--- src/rtl/fifo_sync.sv ---
// Single-clock FIFO with fill level, almost-full/empty thresholds, flush and sticky error flags.
// Show-ahead (data visible once stored) or registered read (1-cycle latency); writes while full are dropped.
module fifo_sync #(
  parameter int LOG2_DEPTH    = 4,
  parameter int DATA_WIDTH    = 8,
  parameter int SHOWAHEAD     = 1,
  parameter int AFULL_THRESH  = 12,
  parameter int AEMPTY_THRESH = 2
) (
  input  logic                  clk_i,
  input  logic                  reset_i,
  input  logic                  flush_i,
  input  logic [DATA_WIDTH-1:0] data_i,
  input  logic                  wr_i,
  input  logic                  rd_i,
  output logic [DATA_WIDTH-1:0] data_o,
  output logic                  valid_o,
  output logic                  empty_o,
  output logic                  full_o,
  output logic                  afull_o,
  output logic                  aempty_o,
  output logic [LOG2_DEPTH:0]   level_o,
  output logic                  overflow_o,
  output logic                  underflow_o
);

  localparam int DEPTH = 1 << LOG2_DEPTH;
  localparam int PW    = LOG2_DEPTH + 1;

  logic [DATA_WIDTH-1:0] mem_q [DEPTH];

  logic [PW-1:0] head_q, head_d;
  logic [PW-1:0] tail_q, tail_d;
  logic [PW-1:0] level_q, level_d;
  logic          empty_q, empty_d;
  logic          full_q, full_d;
  logic          afull_q, afull_d;
  logic          aempty_q, aempty_d;
  logic          ovf_q, ovf_d;
  logic          unf_q, unf_d;
  logic          wr_acc, rd_acc;

  // Acceptance uses the registered flags, so a read cannot make room for a same-cycle write.
  always_comb begin
    wr_acc = wr_i && !full_q && !flush_i;
    rd_acc = rd_i && !empty_q && !flush_i;
    head_d = head_q + PW'(wr_acc);
    tail_d = tail_q + PW'(rd_acc);
    if (flush_i) begin
      head_d = '0;
      tail_d = '0;
    end
    level_d  = head_d - tail_d;
    empty_d  = (level_d == '0);
    full_d   = (level_d == PW'(DEPTH));
    afull_d  = (level_d >= PW'(AFULL_THRESH));
    aempty_d = (level_d <= PW'(AEMPTY_THRESH));
    ovf_d    = !flush_i && (ovf_q || (wr_i && full_q));
    unf_d    = !flush_i && (unf_q || (rd_i && empty_q));
  end

  always_ff @(posedge clk_i) begin
    if (reset_i) begin
      head_q   <= '0;
      tail_q   <= '0;
      level_q  <= '0;
      empty_q  <= 1'b1;
      full_q   <= 1'b0;
      afull_q  <= 1'b0;
      aempty_q <= 1'b1;
      ovf_q    <= 1'b0;
      unf_q    <= 1'b0;
    end else begin
      head_q   <= head_d;
      tail_q   <= tail_d;
      level_q  <= level_d;
      empty_q  <= empty_d;
      full_q   <= full_d;
      afull_q  <= afull_d;
      aempty_q <= aempty_d;
      ovf_q    <= ovf_d;
      unf_q    <= unf_d;
    end
  end

  always_ff @(posedge clk_i) begin
    if (!reset_i && wr_acc) begin
      mem_q[head_q[LOG2_DEPTH-1:0]] <= data_i;
    end
  end

  generate
    if (SHOWAHEAD != 0) begin : g_showahead
      assign data_o  = mem_q[tail_q[LOG2_DEPTH-1:0]];
      assign valid_o = !empty_q;
    end else begin : g_registered
      logic [DATA_WIDTH-1:0] rdata_q, rdata_d;
      logic                  rvalid_q, rvalid_d;

      always_comb begin
        rdata_d  = rdata_q;
        rvalid_d = rd_acc;
        if (rd_acc) begin
          rdata_d = mem_q[tail_q[LOG2_DEPTH-1:0]];
        end
      end

      always_ff @(posedge clk_i) begin
        if (reset_i) begin
          rdata_q  <= '0;
          rvalid_q <= 1'b0;
        end else begin
          rdata_q  <= rdata_d;
          rvalid_q <= rvalid_d;
        end
      end

      assign data_o  = rdata_q;
      assign valid_o = rvalid_q;
    end
  endgenerate

  assign empty_o     = empty_q;
  assign full_o      = full_q;
  assign afull_o     = afull_q;
  assign aempty_o    = aempty_q;
  assign level_o     = level_q;
  assign overflow_o  = ovf_q;
  assign underflow_o = unf_q;

endmodule

--- config.mk ---
export PLATFORM = sky130hd
export DESIGN_NAME = fifo_sync
export DESIGN_NICKNAME = d
export VERILOG_FILES = /design/src/rtl/fifo_sync.sv
export SDC_FILE = /design/constraint.sdc
export NUM_CORES = 1
export LEC_CHECK = 0
export CAP_MARGIN = 20
export CORE_UTILIZATION = 43
export DETAILED_ROUTE_END_ITERATION = 8
export SYNTH_ARGS = -nofsm -noshare
export SYNTH_HDL_FRONTEND = slang
export SYNTH_SLANG_ARGS = --single-unit
--- constraint.sdc ---
create_clock -name clk_i -period 6.66 [get_ports clk_i]
set_input_delay 1.332 -clock clk_i [delete_from_list [all_inputs] [get_ports clk_i]]
set_output_delay 1.332 -clock clk_i [all_outputs]
set_load 0.01 [all_outputs]
==> metrics.log <==
INFO  metric run_status = finished, final reports clean
INFO  metric area_growth = 17.71%
INFO  metric worst_slew_margin_relative_to_its_limit = 0.3239
INFO  metric finish.instance_area = 0.007034 sq mm
INFO  metric clock.fmax = 0.2176 GHz
INFO  metric drive_gt1_frac = 0.1679
INFO  metric power_frac_seq = 0.517
INFO  metric num_io_pins = 33
INFO  metric cp_cell_sequence = buf_4, mux4_2, a22oi_1, nand2_1, clkdlybuf4s50_1
INFO  metric r2r_slack = 3.46 ns
INFO  metric yosysTopAreaCell = sky130_fd_sc_hd__edfxtp_1
INFO  metric antenna_found_initial = 0
INFO  metric initial_core_utilization = 0.4459
INFO  metric power.share.switching = 0.1955
INFO  metric max-clock-path-buffers = 2
INFO  metric synth-edff-count = 128
INFO  metric grt_usage = 0.1754
INFO  metric cts.htree.levels = 4
INFO  metric power.leakage = 0.002282 uW
INFO  metric gr-total-overflow = 0
INFO  metric whs_path_depth = 2
INFO  metric tns = 0 ns
INFO  metric initialDrtViolationCount = 306
INFO  metric cts_tree = yes
INFO  metric cts_inserted_buffers = 17
INFO  metric grt_setup_unrepaired = false
INFO  metric async_reset_ff_frac = 0
INFO  metric hold_viol_final = 0
INFO  metric die_h = 119.9 microns
INFO  metric num_rows = 42
INFO  metric critPathSlowestCell = sky130_fd_sc_hd__dfxtp_2
INFO  metric clockRootBuffer = sky130_fd_sc_hd__clkbuf_16
INFO  metric path_clk_slew = 0.06 ns
INFO  metric routed-via-count = 3142
INFO  metric startpoint_type = flip-flop
INFO  metric worstRegToRegCells = 10
INFO  metric crit_path_max_incr_delay = 0.99 ns
INFO  metric vdd_ir_drop_max = 0.1801 mV
INFO  metric postSynthNetCount = 385
INFO  metric placed_area = 0.006470 sq mm
INFO  metric power.density = 280.3 mW/mm^2
INFO  metric yosysWarningCount = 0
INFO  metric syn_avg_cell_area = 16.46 sq um
INFO  metric period_share = 0.6901
INFO  metric hold_path.class = reg -> reg
INFO  metric cts_resized = 0
INFO  metric detailedRoute.firstPassIterationCount = 5
INFO  metric cts_setup_buffers = 0
INFO  metric worst-path-max-fanout = 34
INFO  metric timing.critical_path.required = 5.33 ns
INFO  metric grt_max_degree = 35
INFO  metric first_pass_grt_wire_length = 17880 microns
INFO  metric worst_slew_pin_slew = 1.014 ns
INFO  metric yosys_register_bits = 149
INFO  metric period_minus_slack = 4.596 ns
INFO  metric critPathTopFamily = flip-flops
INFO  metric port_buf_inserts = 32
INFO  metric internal_power = 1586 uW
INFO  metric design.die.area = 0.01437 sq mm
INFO  metric final_max_slew_viol_count = 0
INFO  metric total_core_area = 0.01340 sq mm
INFO  metric critPathCaptureType = output pin
INFO  metric drt-wirelength-per-cell = 19.22 microns
INFO  metric synth_seq_area_share = 0.7136
INFO  metric mappedNetlistArea = 0.005976 sq mm
INFO  metric final_util = 0.5249
INFO  metric insertedDiodeCount = 0
INFO  metric avg_vias_per_cell = 5.298
INFO  metric synthMostInstantiatedCell = sky130_fd_sc_hd__edfxtp_1
INFO  metric finalClockSkew = 0.01147 ns
INFO  metric post-dp-hpwl = 7579 microns
INFO  metric worst_ep_arrival_time = 3.26 ns
INFO  metric postSynth.topFlopCell = sky130_fd_sc_hd__edfxtp_1
INFO  metric p_total = 1971 uW
INFO  metric max-cap-violations = 0
INFO  metric synth.top_cell.area_share = 0.6432
INFO  metric nets = 426
INFO  metric yosys-top-cells-area = sky130_fd_sc_hd__edfxtp_1 64%, sky130_fd_sc_hd__dfxtp_1 7.0%, sky130_fd_sc_hd__mux4_2 6.0%, sky130_fd_sc_hd__mux2i_1 4.0%, sky130_fd_sc_hd__nor2_1 1.8%
INFO  metric critical_path.n_buffers_inverters = 2
INFO  metric cts.hold.buffers_added = 0
INFO  metric final.hold.worst_slack = 0.4726 ns
INFO  metric critPathKind = reg -> out
INFO  metric grt_pass1_vias = 3182
INFO  metric timing.final.setup_violations = 0
INFO  metric hold_path.startpoint = underflow_o
INFO  metric fill_cells = 1115
INFO  metric synth.top_cells.by_count = 128 x sky130_fd_sc_hd__edfxtp_1, 29 x sky130_fd_sc_hd__nor2_1, 24 x sky130_fd_sc_hd__mux2i_1
INFO  metric source_to_sink_clock_delay_at_the_later_pin_of_the_worst_skew_pair = 0.42 ns
INFO  metric crit-reg2reg-launch = tail_q[0]
INFO  metric combinational_power_share = 0.025
INFO  metric power.share.clock = 0.458
INFO  metric whs_endpoint = underflow_o
INFO  metric critical_path.reg2reg.endpoint = empty_o
INFO  metric dieWidth = 119.9 microns
INFO  metric power.switching = 385.5 uW
INFO  metric drt.antenna.violating_nets = 0
INFO  metric netlist_instances = 363
INFO  metric netlist-cell-type-count = 40
INFO  metric drc_errors = 0
INFO  metric finalWirelength = 11400 microns
INFO  metric cts.sinks = 149
INFO  metric gp_routability_congestion = 0.7923
## per-stage QoR
stage	std cells	setup slack, ns
after global routing	593	1.913
after CTS	593	2.017
after global placement	561	2.459
after detailed placement	561	2.371
final	593	2.064
after floorplan	363	3.044
## power groups by stage
stage                     clock, uW  combinational, uW  sequential, uW
after CTS                       919               49.5            1020
after floorplan                   0               19.3            1040
after global placement            0               48.7            1040
final                           903               49.1            1020
after global routing            952               53.6            1020
after detailed placement          0               49.4            1040
## per-layer routing
| metal | up-vias | GRT usage | part of all wire |
|---|---|---|---|
| li1 | 1492 | - | - |
| met1 | 1546 | 0.2363 | 0.45 |
| met2 | 84 | 0.2655 | 0.47 |
| met3 | 20 | 0.03755 | 0.055 |
| met4 | 0 | 0.09688 | 0.025 |
| met5 | - | 0 | 0 |
## worst register-to-register path, stage by stage (launching register included)
cell	delay (ns)
sky130_fd_sc_hd__dfxtp_2	0.99
sky130_fd_sc_hd__ha_1	0.32
sky130_fd_sc_hd__ha_1	0.19
sky130_fd_sc_hd__xor2_1	0.16
sky130_fd_sc_hd__nand2_1	0.09
sky130_fd_sc_hd__ha_1	0.34
sky130_fd_sc_hd__a21oi_1	0.13
sky130_fd_sc_hd__o21ai_0	0.11
sky130_fd_sc_hd__xnor2_1	0.33
sky130_fd_sc_hd__nand4_1	0.19
sky130_fd_sc_hd__o31ai_1	0.25
## state kept, by name, summed over array words and instances, names as in the netlist
name and count:
mem_q 128, head_q 5, level_o 5, tail_q 5, aempty_o 1, afull_o 1
empty_o 1, full_o 1, overflow_o 1, underflow_o 1
## kinds of logic (layout without fill, tap and decap cells)
kind of cell,after synthesis,after routing,share of synthesized area
mux,48,48,0.1156
fa+ha+maj,9,9,0.02010
compound gates,52,52,0.05947
simple gates,75,75,0.05737
flops,149,149,0.7136
xor+xnor,9,9,0.01445
buf+inv,21,75,0.01947
## layout make-up
class | count | area [sq um] | share of cell area
repair buffers | 38 | 365.4 | 0.05194
multi-input cells | 193 | 1600 | 0.2275
clock inverters | 13 | 131.4 | 0.01868
inverters | 5 | 18.77 | 0.002668
clock buffers | 19 | 432.9 | 0.06154
well taps | 176 | 220.2 | 0.03131
flip-flops and latches | 149 | 4265 | 0.6064
## how the worst max path moves through the flow
| stage | end | start | depth (start not counted) |
|---|---|---|---|
| 3_3_place_gp | data_o[5] | tail_q[0] | 5 |
| 2_1_floorplan | empty_o | flush_i | 13 |
| 5_1_grt | data_o[2] | tail_q[0] | 5 |
| 6_report | data_o[1] | tail_q[0] | 5 |
| 4_1_cts | data_o[1] | tail_q[0] | 5 |
| 3_5_place_dp | aempty_o | flush_i | 13 |
## placed cells by master, fill, tap and decap left out, drive strengths merged
cell type      instances
a211o                  1
a21oi                 13
a221oi                 8
a22oi                  8
and2                   2
and3                   2
buf                    6
bufinv                 2
clkbuf                19
clkdlybuf4s50         32
clkinv                 7
clkinvlp               2
dfxtp                 21
edfxtp               128
fa                     1
ha                     8
inv                    7
mux2                   8
mux2i                 24
mux4                  16
nand2                 19
nand2b                 5
nand3                  4
nand3b                 1
nand4                  2
nor2                  29
nor2b                  3
nor3                   7
o211ai                 1
o21ai                 18
o311ai                 1
o31ai                  2
or2                    1
xnor2                  2
xor2                   7
(Power assumes the default switching activity.)
